==> src/rtl/move_controller_if.sv <==
// Board RAM bus seen from the move controller: address/write/clear towards
// the RAM, registered read data and macro result back.
`timescale 1ns/1ps

interface move_controller_if;
    logic [1:0] ram_q;
    logic [1:0] ram_state;
    logic       ram_we;
    logic [1:0] ram_data;
    logic [3:0] ram_addr_macro;
    logic [3:0] ram_addr_micro;
    logic       ram_clear;

    modport master (
        input  ram_q, ram_state,
        output ram_we, ram_data, ram_addr_macro, ram_addr_micro, ram_clear
    );

    modport slave (
        output ram_q, ram_state,
        input  ram_we, ram_data, ram_addr_macro, ram_addr_micro, ram_clear
    );
endinterface

==> src/rtl/move_controller.sv <==
// Ultimate tic-tac-toe move sequencer: validates one (macro, micro) request,
// writes it to the board RAM, propagates macro wins to the global board.
`timescale 1ns/1ps

module move_controller (
    input  logic                     clk,
    input  logic                     clear_n,
    input  logic                     start,
    input  logic                     new_game,
    input  logic [3:0]               macro_in,
    input  logic [3:0]               micro_in,
    move_controller_if.master        ram,
    output logic [1:0]               player,
    output logic [3:0]               forced_macro,
    output logic [8:0]               closed_mask,
    output logic                     busy,
    output logic                     done,
    output logic                     invalid,
    output logic                     game_over,
    output logic [1:0]               winner
);

    typedef enum logic [3:0] {
        S_IDLE, S_LOOKUP, S_CHECK, S_REJECT, S_WRITE, S_WAIT,
        S_EVAL, S_GWRITE, S_GWAIT, S_GEVAL, S_FINISH
    } state_e;

    localparam logic [1:0] NONE = 2'b00;
    localparam logic [1:0] P1   = 2'b01;
    localparam logic [1:0] P2   = 2'b10;
    localparam logic [1:0] DRAW = 2'b11;

    state_e     state_q, state_d;
    logic [3:0] m_q, m_d, u_q, u_d;
    logic [1:0] player_q, player_d;
    logic [3:0] forced_q, forced_d;
    logic [8:0] closed_mask_q, closed_mask_d;
    logic       game_over_q, game_over_d;
    logic [1:0] winner_q, winner_d;
    logic [1:0] macro_win_q, macro_win_d;
    logic       ram_we_q, ram_we_d;
    logic [1:0] ram_data_q, ram_data_d;
    logic [3:0] addr_macro_q, addr_macro_d;
    logic [3:0] addr_micro_q, addr_micro_d;
    logic       ram_clear_q, ram_clear_d;
    logic       busy_q, busy_d;
    logic       done_q, done_d;
    logic       invalid_q, invalid_d;

    logic [8:0] m_onehot, u_onehot;
    logic       move_bad;
    logic       g_phase;

    // One-hot cell select; all zero for anything outside 1..9.
    function automatic logic [8:0] cell_bit(input logic [3:0] idx);
        cell_bit = '0;
        if (idx >= 4'd1 && idx <= 4'd9)
            cell_bit[idx - 4'd1] = 1'b1;
    endfunction

    always_comb begin
        m_onehot = cell_bit(m_q);
        u_onehot = cell_bit(u_q);
        move_bad = (m_onehot == '0) || (u_onehot == '0)
                || (forced_q != 4'd0 && m_q != forced_q)
                || ((closed_mask_q & m_onehot) != '0)
                || (ram.ram_q != NONE);
    end

    always_comb begin
        // NOTE: every *_d gets a default first, so no path through the case
        // can leave a signal unassigned and infer a latch.
        state_d       = state_q;
        m_d           = m_q;
        u_d           = u_q;
        player_d      = player_q;
        forced_d      = forced_q;
        closed_mask_d = closed_mask_q;
        game_over_d   = game_over_q;
        winner_d      = winner_q;
        macro_win_d   = macro_win_q;
        ram_clear_d   = 1'b0;

        case (state_q)
            S_IDLE: begin
                if (new_game) begin
                    ram_clear_d   = 1'b1;
                    player_d      = P1;
                    forced_d      = 4'd0;
                    closed_mask_d = '0;
                    game_over_d   = 1'b0;
                    winner_d      = NONE;
                    m_d           = 4'd0;
                    u_d           = 4'd0;
                end else if (start) begin
                    if (game_over_q) begin
                        state_d = S_REJECT;
                    end else begin
                        m_d     = macro_in;
                        u_d     = micro_in;
                        state_d = S_LOOKUP;
                    end
                end
            end
            S_LOOKUP: state_d = S_CHECK;
            S_CHECK:  state_d = move_bad ? S_REJECT : S_WRITE;
            S_REJECT: state_d = S_IDLE;
            S_WRITE:  state_d = S_WAIT;
            S_WAIT:   state_d = S_EVAL;
            S_EVAL: begin
                state_d = S_FINISH;
                if (ram.ram_state != NONE)
                    closed_mask_d = closed_mask_q | m_onehot;
                if (ram.ram_state == P1 || ram.ram_state == P2) begin
                    macro_win_d = ram.ram_state;
                    state_d     = S_GWRITE;
                end
            end
            S_GWRITE: state_d = S_GWAIT;
            S_GWAIT:  state_d = S_GEVAL;
            S_GEVAL: begin
                if (ram.ram_state == P1 || ram.ram_state == P2) begin
                    game_over_d = 1'b1;
                    winner_d    = ram.ram_state;
                end
                state_d = S_FINISH;
            end
            S_FINISH: state_d = S_IDLE;
            default:  state_d = S_IDLE;
        endcase

        // Move bookkeeping lands together with the done pulse, so status
        // outputs already show the next move's constraints when done is seen.
        done_d = (state_d == S_FINISH);
        if (done_d) begin
            player_d = (player_q == P1) ? P2 : P1;
            forced_d = ((closed_mask_d & u_onehot) != '0) ? 4'd0 : u_q;
            if (!game_over_d && (&closed_mask_d)) begin
                game_over_d = 1'b1;
                winner_d    = DRAW;
            end
        end

        invalid_d = (state_d == S_REJECT);
        busy_d    = (state_d != S_IDLE);
        ram_we_d  = (state_d == S_WRITE) || (state_d == S_GWRITE);

        ram_data_d = ram_data_q;
        if (state_d == S_WRITE)
            ram_data_d = player_q;
        else if (state_d == S_GWRITE)
            ram_data_d = macro_win_d;

        // Global-board phase addresses macro 0 with the won macro as cell.
        g_phase = (state_d == S_GWRITE) || (state_d == S_GWAIT) || (state_d == S_GEVAL);
        addr_macro_d = g_phase ? 4'd0 : m_d;
        addr_micro_d = g_phase ? m_d  : u_d;
    end

    // NOTE: sequential state uses non-blocking assignments only, so every
    // flop samples the pre-edge value of every other flop.
    always_ff @(posedge clk or negedge clear_n) begin
        if (!clear_n) begin
            state_q       <= S_IDLE;
            m_q           <= 4'd0;
            u_q           <= 4'd0;
            player_q      <= P1;
            forced_q      <= 4'd0;
            closed_mask_q <= '0;
            game_over_q   <= 1'b0;
            winner_q      <= NONE;
            macro_win_q   <= NONE;
            ram_we_q      <= 1'b0;
            ram_data_q    <= 2'b00;
            addr_macro_q  <= 4'd0;
            addr_micro_q  <= 4'd0;
            ram_clear_q   <= 1'b0;
            busy_q        <= 1'b0;
            done_q        <= 1'b0;
            invalid_q     <= 1'b0;
        end else begin
            state_q       <= state_d;
            m_q           <= m_d;
            u_q           <= u_d;
            player_q      <= player_d;
            forced_q      <= forced_d;
            closed_mask_q <= closed_mask_d;
            game_over_q   <= game_over_d;
            winner_q      <= winner_d;
            macro_win_q   <= macro_win_d;
            ram_we_q      <= ram_we_d;
            ram_data_q    <= ram_data_d;
            addr_macro_q  <= addr_macro_d;
            addr_micro_q  <= addr_micro_d;
            ram_clear_q   <= ram_clear_d;
            busy_q        <= busy_d;
            done_q        <= done_d;
            invalid_q     <= invalid_d;
        end
    end

    assign ram.ram_we         = ram_we_q;
    assign ram.ram_data       = ram_data_q;
    assign ram.ram_addr_macro = addr_macro_q;
    assign ram.ram_addr_micro = addr_micro_q;
    assign ram.ram_clear      = ram_clear_q;
    assign player             = player_q;
    assign forced_macro       = forced_q;
    assign closed_mask        = closed_mask_q;
    assign busy               = busy_q;
    assign done               = done_q;
    assign invalid            = invalid_q;
    assign game_over          = game_over_q;
    assign winner             = winner_q;

endmodule

==> src/flat_wrapper.sv <==
// flat-port wrapper written by rule: the top's interface ports become plain ports
module move_controller_flat 
  (clk, clear_n, start, new_game, macro_in, micro_in, player, forced_macro, closed_mask, busy, done, invalid, game_over, winner, ram_ram_q, ram_ram_state, ram_ram_we, ram_ram_data, ram_ram_addr_macro, ram_ram_addr_micro, ram_ram_clear);
  move_controller_if ram_i ();
  input  logic clk;
  input  logic clear_n;
  input  logic start;
  input  logic new_game;
  input  logic [3:0] macro_in;
  input  logic [3:0] micro_in;
  output logic [1:0] player;
  output logic [3:0] forced_macro;
  output logic [8:0] closed_mask;
  output logic busy;
  output logic done;
  output logic invalid;
  output logic game_over;
  output logic [1:0] winner;
  input wire logic [$bits(ram_i.ram_q)-1:0] ram_ram_q;
  input wire logic [$bits(ram_i.ram_state)-1:0] ram_ram_state;
  output wire logic [$bits(ram_i.ram_we)-1:0] ram_ram_we;
  output wire logic [$bits(ram_i.ram_data)-1:0] ram_ram_data;
  output wire logic [$bits(ram_i.ram_addr_macro)-1:0] ram_ram_addr_macro;
  output wire logic [$bits(ram_i.ram_addr_micro)-1:0] ram_ram_addr_micro;
  output wire logic [$bits(ram_i.ram_clear)-1:0] ram_ram_clear;
  assign ram_i.ram_q = ram_ram_q;
  assign ram_i.ram_state = ram_ram_state;
  assign ram_ram_we = ram_i.ram_we;
  assign ram_ram_data = ram_i.ram_data;
  assign ram_ram_addr_macro = ram_i.ram_addr_macro;
  assign ram_ram_addr_micro = ram_i.ram_addr_micro;
  assign ram_ram_clear = ram_i.ram_clear;
  move_controller u_core (.clk(clk), .clear_n(clear_n), .start(start), .new_game(new_game), .macro_in(macro_in), .micro_in(micro_in), .ram(ram_i), .player(player), .forced_macro(forced_macro), .closed_mask(closed_mask), .busy(busy), .done(done), .invalid(invalid), .game_over(game_over), .winner(winner));
endmodule
==> config.mk <==
export PLATFORM = sky130hd
export DESIGN_NAME = move_controller_flat
export DESIGN_NICKNAME = d
export VERILOG_FILES = /design/src/rtl/move_controller_if.sv /design/src/rtl/move_controller.sv /design/src/flat_wrapper.sv
export SDC_FILE = /design/constraint.sdc
export NUM_CORES = 1
export LEC_CHECK = 0
export CAP_MARGIN = 40
export CORE_ASPECT_RATIO = 1.2
export CORE_MARGIN = 10
export CORE_UTILIZATION = 52
export CTS_CLUSTER_DIAMETER = 200
export CTS_CLUSTER_SIZE = 24
export DETAILED_ROUTE_END_ITERATION = 7
export GPL_TIMING_DRIVEN = 0
export HOLD_SLACK_MARGIN = 0.08
export PLACE_DENSITY = 0.8
export SETUP_SLACK_MARGIN = 0.02
export SYNTH_ARGS = -nofsm -noshare
export SYNTH_HDL_FRONTEND = slang
export SYNTH_SLANG_ARGS = --single-unit
==> constraint.sdc <==
create_clock -name clk -period 2.2 [get_ports clk]
set_clock_uncertainty 0.1 [all_clocks]
set_input_delay 0.44 -clock clk [delete_from_list [all_inputs] [get_ports clk]]
set_output_delay 0.44 -clock clk [all_outputs]
set_load 0.01 [all_outputs]
Word level (Yosys, flattened, before mapping)
Cells that the tools add are included. W data, S select, Z words.

$add $sub $neg: 2. $lt $le $gt $ge: 8. Equality and inequality tests: 18. Mux-type cells: 49. Bitwise operators: 3. Reduce and logical (&&, ||, !) cells: 29.

Operator list (count): $mux W4 (17); $mux W9 (4); $pmux W4 S9 (1); $mux W2 (13); $eq A4 B3 Y1 const B (6); $eq A4 B4 Y1 const B (5); $and A9 B9 Y9 (2); $logic_not A9 Y1 (2); $pmux W9 S2 (1); $reduce_bool A9 Y1 (2); $ge A4 B1 Y1 const B (4); $lt A4 B5 Y1 const B (2); $reduce_bool A2 Y1 (5); $or A9 B9 Y9 (1); $reduce_and A9 Y1 (1); $demux W1 S4 (2); $eq A4 B2 Y1 const B (2); $le A4 B4 Y1 const B (2); $logic_or A1 B1 Y1 (8); $mux W1 (8); $reduce_bool A4 Y1 (2); $sub A4 B1 Y4 const B (2); $logic_and A1 B1 Y1 (6); $eq A2 B1 Y1 const B (2); 9 further kinds (9).

Register bits after elaboration: 47. Output and inout bits: 33.

Depth between registers and ports, before layout
Gate-level depths: netlist (run 1).

Word-level depth: 17. Mapped depth: 9.

Least setup slack after synthesis (run 1)
OpenSTA, ideal clock, no wires.

Kind: input port to flip-flop. Start: in ram_ram_state[0]. End: reg u_core.winner_q[0], in the netlist u_core.winner[0]. Setup time: 0.082 ns. Data arrival time: 1.900 ns. Data required time: 2.018 ns. Slack: 0.118 ns. Cell stages on the path: 7. Cell sequence: inv_1 > ha_1 > or2_2 > or4_4 > a22oi_2 > nand4b_1 > a31oi_1.

Cells in the longest elaborated chain, start to end: 8. Elaborated cells on any way between the ends: 18. Those cells by class: 3 x eq/ne; 10 x mux; 5 x reduce/logical.

RTL lines: from (decl) (RTL line flat_wrapper.sv:20) `input wire logic [$bits(ram_i.ram_state)-1:0] ram_ram_state;`; branches (longest 7 deep; another with $pmux W4 S9); $mux W2 * (RTL line move_controller.sv:135) `if (done_d) begin`; net u_core.winner_d[0] (RTL line move_controller.sv:39) `logic [1:0] winner_q, winner_d;`; to (signal assigned) (RTL line move_controller.sv:189) `winner_q <= winner_d;`; to (decl) (RTL line move_controller.sv:39).

Mark *: on every way through the listed nets, which the timed path passes. A chain may end at the register's enable or synchronous reset.

Worst setup path after layout (run 1)
Start: reg u_core.state_q[1]. End: reg u_core.forced_q[1], in the netlist u_core.forced_macro[1].

Cells in the longest elaborated chain, start to end: 6. Elaborated cells on any way between the ends: 21. Those cells by class: 9 x eq/ne; 6 x mux; 1 x bitwise; 5 x reduce/logical.

RTL lines: from (decl) (RTL line move_controller.sv:33) `state_e state_q, state_d;`; from (signal assigned) (RTL line move_controller.sv:182) `state_q <= state_d;`; $eq A4 B3 Y1, or another cell as far along (RTL line move_controller.sv:84) `case (state_q)`; $pmux W9 S2 / $mux W4 (equally long branches) (RTL line move_controller.sv:84, move_controller.sv:86); $and A9 B9 Y9 / $pmux W4 S9 (equally long branches) (RTL line move_controller.sv:137, move_controller.sv:84); $reduce_bool A9 Y1 / $eq A4 B4 Y1 (equally long branches) (RTL line move_controller.sv:137, move_controller.sv:134); $mux W4 / $reduce_bool A2 Y1 (equally long branches); $mux W4 / $reduce_and A2 Y1 (equally long branches); to (signal assigned) (RTL line move_controller.sv:186) `forced_q <= forced_d;`; to (decl) (RTL line move_controller.sv:36) `logic [3:0] forced_q, forced_d;`.

Several ways; a longest one is shown, not always the timed one.

==> flow_summary.yaml, run 1 <==
floorplanning:
  rows: 27
  core_um2: 4628
  dieArea_um2: 8001
  die_h_um: 96.01
  start_util_pct: 54.10
  ios: 49
  fp.dieW_um: 83.34
place:
  dpl.hpwl_mm: 5.169
  gp_congestion: 0.8736
  port_buffers: 48
detailed_routing:
  top_layer_used: "met4"
  wl_met2_mm: 3.610
  met3_length_um: 405
  drc: 0
  wl_per_cell_um: 18.61
  wl_met1_mm: 2.794
  finalWirelength_mm: 6.941
  vias: 2196
  drt_iter0_markers: 159
  antenna_left: 0
  first_pass_iters: 4
  viasPerCell: 5.887
clock_network:
  cts_root_buf: "clkbuf_8"
  clock_sinks: 45
  path_clk_slew_ns: 0.08
  clock_latency_ns: 0.30
  cts_made_buffers: 5
  tritoncts: "built"
  htree_levels: 2
  clockBufferDepth: 2
global_route:
  grt_overflow: 0
  grt_pass1_wl_mm: 11.01
  first_global_vias: 2227
  grt_max_degree: 28
  grt_usage_pct: 16.89
  antenna_found_initial: 0
logic_synthesis:
  synth_cell_types: 60
  yosys-top-cells-count: "dfrtp_1 (44), inv_1 (26), nand2_1 (21)"
  syn_nets: 274
  ys_top_cells_by_area: "dfrtp_1 (44%), inv_1 (3.9%), mux2i_1 (3.2%), nand2_1 (3.1%), a22oi_1 (3.0%)"
  yosysWarnings: 0
  synth_top_area_share_pct: 43.98
  syn_area_per_cell_um2: 9.742
  synth_edf_count: 0
  postSynthCellCount: 257
  synth_flop_cell: "dfrtp_1"
  synth.largest_area_cell: "dfrtp_1"
  syn_area_um2: 2504
  synth_seq_area_share_pct: 45.03
  synth_most_common_cell: "dfrtp_1"
  ys_seq_elements: 45
  ys_async_sr_fraction_pct: 100.0
critical_path:
  critPathSlowestCell: "nor4_4"
  crit_buf_inv: 1
  slowest_delay_ns: 0.43
  crit_required_ns: 2.30
  critPathArrivalTime_ns: 2.23
  start_kind: "register"
  criticalPathCategory: "register to register"
  crit_family: "compound AO/OA/AOI/OAI gates"
  path_cells: "buf_4 > nor4_4 > nand2_4 > a31oi_1 > o311ai_2 > o31ai_1"
  critPathMaxFanout: 10
  end_kind: "register"
sta:
  setup_viol: 0
  max-slew-margin-rel_pct: 52.56
  tns_ns: 0
  post-route-min-period_ns: 2.126
  drv_slew: 0
  fmax_mhz: 470.3
  rsz0062_at_grt: "true"
  finalHoldViolCount: 0
  finalCritPeriodShare_pct: 96.65
  tightest_slew_ns: 0.7018
power_and_ir_drop:
  cellLeakagePower_nw: 1.441
  powerDensity_nw_per_um2: 1130
  peakVddDrop_mv: 0.6246
  finalPower_mw: 3.688
outcome:
  status: "finished, final reports clean"
min_path:
  hold_class: "input pin to register"
flow_run:
  drv_cap: 0
finish:
  fin_nets: 331
  antenna_cells: 0
  fin_util_pct: 70.51
  area_growth_syn_to_layout_pct: 30.33
  drive_above_1_share_pct: 17.14
[where the power goes]
| part | switching (mW) | internal (mW) |
|---|---|---|
| registers | 0.171 | 1.08 |
| logic | 1.05 | 0.878 |
| clock network | 0.286 | 0.221 |
[per-stage QoR]
stage	cell area (µm²)	std cells	setup WS, ns	hold WS (ns)
after floorplan	2504	257	0.1183	0.04441
after global placement	3057	363	-0.6273	0.4219
after detailed placement	3072	364	-0.6709	0.3138
after CTS	3211	374	0.01475	0.4529
after global routing	3263	373	-0.02085	0.3778
final	3263	373	0.07376	0.3624
[final timing paths]
check / start / to / slack, ns / cells past startpoint
worst min register to register: u_core.player[0] / u_core.player[0] / 0.44 / 2
worst max-delay path: u_core.state_q[1] / u_core.forced_macro[1] / 0.07 / 6
worst max register to register: u_core.state_q[1] / u_core.forced_macro[1] / 0.07 / 6
worst min-delay path: ram_ram_state[0] / u_core.winner[0] / 0.36 / 3
min in group asynchronous: clear_n / u_core.winner[0] / 0.50 / 2
max in group asynchronous: clear_n / u_core.player[0] / 0.92 / 3
[layout by cell type (no fill, tap or decap), types with 4 or more instances in the layout]
cell and count:
nor2b_1 5, xnor2_1 4, a31oi_1 7, dfrtp_1 43
nand2_1 21, nand3_1 5, clkdlybuf4s50_1 44, a21oi_1 6
inv_1 24, nor4_1 5, nor2_1 12, o21ai_0 9
buf_2 7, mux2i_1 8, o31ai_1 4, nand4_1 4
clkbuf_8 5, mux2_2 4, nand2b_1 6, a22oi_1 10
[logic make-up (layout without fill, tap and decap cells)]
kind of cell / after synthesis / in the layout / share of synthesized area (%)
DFF: 45 / 45 / 45.03
and+or+nand+nor: 89 / 89 / 21.69
muxes: 12 / 12 / 4.998
xor gates and xnor gates: 6 / 6 / 2.099
AOI/OAI and AO/OA: 63 / 63 / 18.14
adders and majority gates: 1 / 1 / 0.4997
buffers and inverters: 41 / 99 / 7.546
[registers in the layout, summed over array words and instances, names as in the netlist]
register                   flops
u_core.player                  2
u_core.state_q                 4
u_core.closed_mask             9
u_core.winner                  2
u_core.forced_macro            4
u_core.ram.ram_we              1
u_core.invalid                 1
u_core.done                    1
u_core.ram.ram_addr_micro      4
u_core.u_q                     4
u_core.ram.ram_clear           1
u_core.ram.ram_data            2
u_core.game_over               1
u_core.m_q                     4
u_core.ram.ram_addr_macro      4
u_core.busy                    1
[timing repair]
item                                   4_1_cts  5_1_grt
resized for setup                            8       20
hold buffers                                 1        0
setup endpoints to repair                   19       20
pin swaps                                    3        3
endpoints found under the hold margin       18        0
setup buffers                                1        0
[worst reg2reg max path, cell delays in order (launching register included)]
cell	delay [ns]
dfrtp_1	0.37
buf_4	0.17
nor4_4	0.43
nand2_4	0.19
a31oi_1	0.26
o311ai_2	0.19
o31ai_1	0.31
[area by class of cell]
cell class,count,area (µm²)
flip-flops and latches,45,1129
well taps,58,72.57
clock buffers,6,72.57
repair buffers,51,521.8
inverters,26,101.3
plain buffers,14,93.84
clock inverters,2,10.01
fillers,368,1365
multi-input cells,171,1262
[metal layers]
layer	vias up	track usage, %
li1	1038	-
met3	16	4.142
met2	77	31.51
met1	1065	18.61
met5	-	0
met4	0	5.256
Power figures use the tool's default switching activity.
==> inputs of run 2 (changes only) <==
CORE_MARGIN = 2   (was 10)
==> flow_summary.yaml, run 2 (synthesis results as in run 1) <==
detailed_routing:
  vias: 2217
  drc: 0
  first_pass_iters: 5
  finalWirelength_mm: 6.379
  viasPerCell: 5.928
  drt_iter0_markers: 188
  antenna_left: 0
  wl_per_cell_um: 17.06
clock_network:
  clock_sinks: 45
  htree_levels: 2
  tritoncts: "built"
  clock_latency_ns: 0.30
  cts_made_buffers: 5
  path_clk_slew_ns: 0.08
  cts_root_buf: "clkbuf_8"
  clockBufferDepth: 2
place:
  gp_congestion: 0.8912
  dpl.hpwl_mm: 4.731
  port_buffers: 48
  place_inst: 364
finish:
  mostFrequentLayoutCells: "clkdlybuf4s50_1 (44), dfrtp_1 (43), inv_1 (24)"
  area_growth_syn_to_layout_pct: 31.33
  layoutNonFillerInstCount: 374
  fill_cells: 362
  antenna_cells: 0
  fin_nets: 332
  largest_reg_flops: 9
  layout_commonest_cell: "clkdlybuf4s50_1"
  fin_util_pct: 71.05
  drive_above_1_share_pct: 16.14
floorplanning:
  rows: 27
  fp.dieW_um: 67.34
  dieArea_um2: 5388
  ios: 49
  die_h_um: 80.01
  start_util_pct: 54.10
  core_um2: 4628
sta:
  finalHoldViolCount: 0
  fmax_mhz: 477.8
  finalCritPeriodShare_pct: 95.14
  rsz0062_at_grt: "true"
  drv_slew: 0
  setup_viol: 0
  max-slew-margin-rel_pct: 56.68
  tightest_slew_ns: 0.6455
  post-route-min-period_ns: 2.093
critical_path:
  end_kind: "register"
  crit_required_ns: 2.27
  endpoint: "u_core.forced_macro[0]"
  crit_start: "u_core.u_q[3]"
  reg2reg_from: "u_core.u_q[3]"
  rrSetupSlack_ns: 0.11
  start_kind: "register"
  critPathArrivalTime_ns: 2.17
  reg2reg_depth: 6
  critPathMaxFanout: 10
  rr_endpoint: "u_core.forced_macro[0]"
  criticalPathCategory: "register to register"
global_route:
  grt_max_degree: 24
  grt_usage_pct: 26.22
  first_global_vias: 2167
  antenna_found_initial: 0
  grt_pass1_wl_mm: 10.43
  grt_overflow: 0
power_and_ir_drop:
  peakVddDrop_mv: 0.6279
  cellLeakagePower_nw: 1.455
  powerDensity_nw_per_um2: 1157
min_path:
  hold_class: "input pin to register"
flow_run:
  drv_cap: 0
outcome:
  status: "finished, final reports clean"
-- run 2: how the worst min path moves through the flow --
stage | from | end | slack (ns) | cells after the start
final | ram_ram_state[0] | u_core.winner[0] | 0.34 | 3
after global placement | u_core.player[1] | u_core.player[1] | 0.42 | 1
after floorplan | clear_n | u_core.busy | 0.04 | 0
after global routing | ram_ram_state[0] | u_core.ram.ram_data[0] | 0.35 | 3
after detailed placement | clear_n | u_core.invalid | 0.37 | 1
after CTS | u_core.player[1] | u_core.player[1] | 0.44 | 1
-- run 2: cell type report --
class,instances,area (µm²),share of cell area (%)
multi-input combinational,171,1246,37.90
sequential,45,1129,34.32
timing repair buffer,51,529.3,16.10
inverter,26,101.3,3.082
buffer,15,93.84,2.854
clock buffer,7,86.33,2.626
tap,58,72.57,2.207
clock inverter,1,30.03,0.9132
-- run 2: timing repair --
action | CTS | global route
pin swaps | 3 | 5
hold buffers | 1 | 0
resized for setup | 7 | 16
hold endpoints to repair | 21 | 0
setup endpoints to repair | 19 | 20
buffers inserted | 1 | 0
-- run 2: worst max-delay path, stage by stage, from the launching register on --
cell	delay, ns
dfrtp_1	0.39
clkbuf_1	0.22
or3b_2	0.48
nor4_1	0.20
a31oi_1	0.09
o32ai_2	0.35
o31ai_1	0.13
-- run 2: through the flow --
stage / cell area, µm² / hold slack (ns) / setup WS [ns] / power (mW) / TNS [ns]
after floorplan: 2504 / 0.04441 / 0.1183 / 2.389 / 0
after global placement: 3057 / 0.4222 / -0.6404 / 3.009 / -35.59
after detailed placement: 3079 / 0.3673 / -0.6633 / 3.060 / -9.435
after CTS: 3244 / 0.4434 / 0.01861 / 3.766 / 0
after global routing: 3288 / 0.3482 / 0.01230 / 4.032 / 0
final: 3288 / 0.3394 / 0.1070 / 3.805 / 0
-- run 2: per-layer routing --
| layer | vias to the layer above | track usage [%] | routed length (µm) |
|---|---|---|---|
| met5 | - | 0 | 0 |
| met4 | 0 | 11.84 | 172 |
| met3 | 19 | 4.231 | 350 |
| met2 | 85 | 44.36 | 3317 |
| met1 | 1067 | 32.30 | 2538 |
| li1 | 1046 | - | - |
-- run 2: power by group --
part	total (mW)	switching, mW	internal (mW)
Sequential	1.23	0.147	1.08
Combinational	1.92	1.04	0.874
Clock	0.660	0.289	0.371
Total	3.81	1.48	2.33
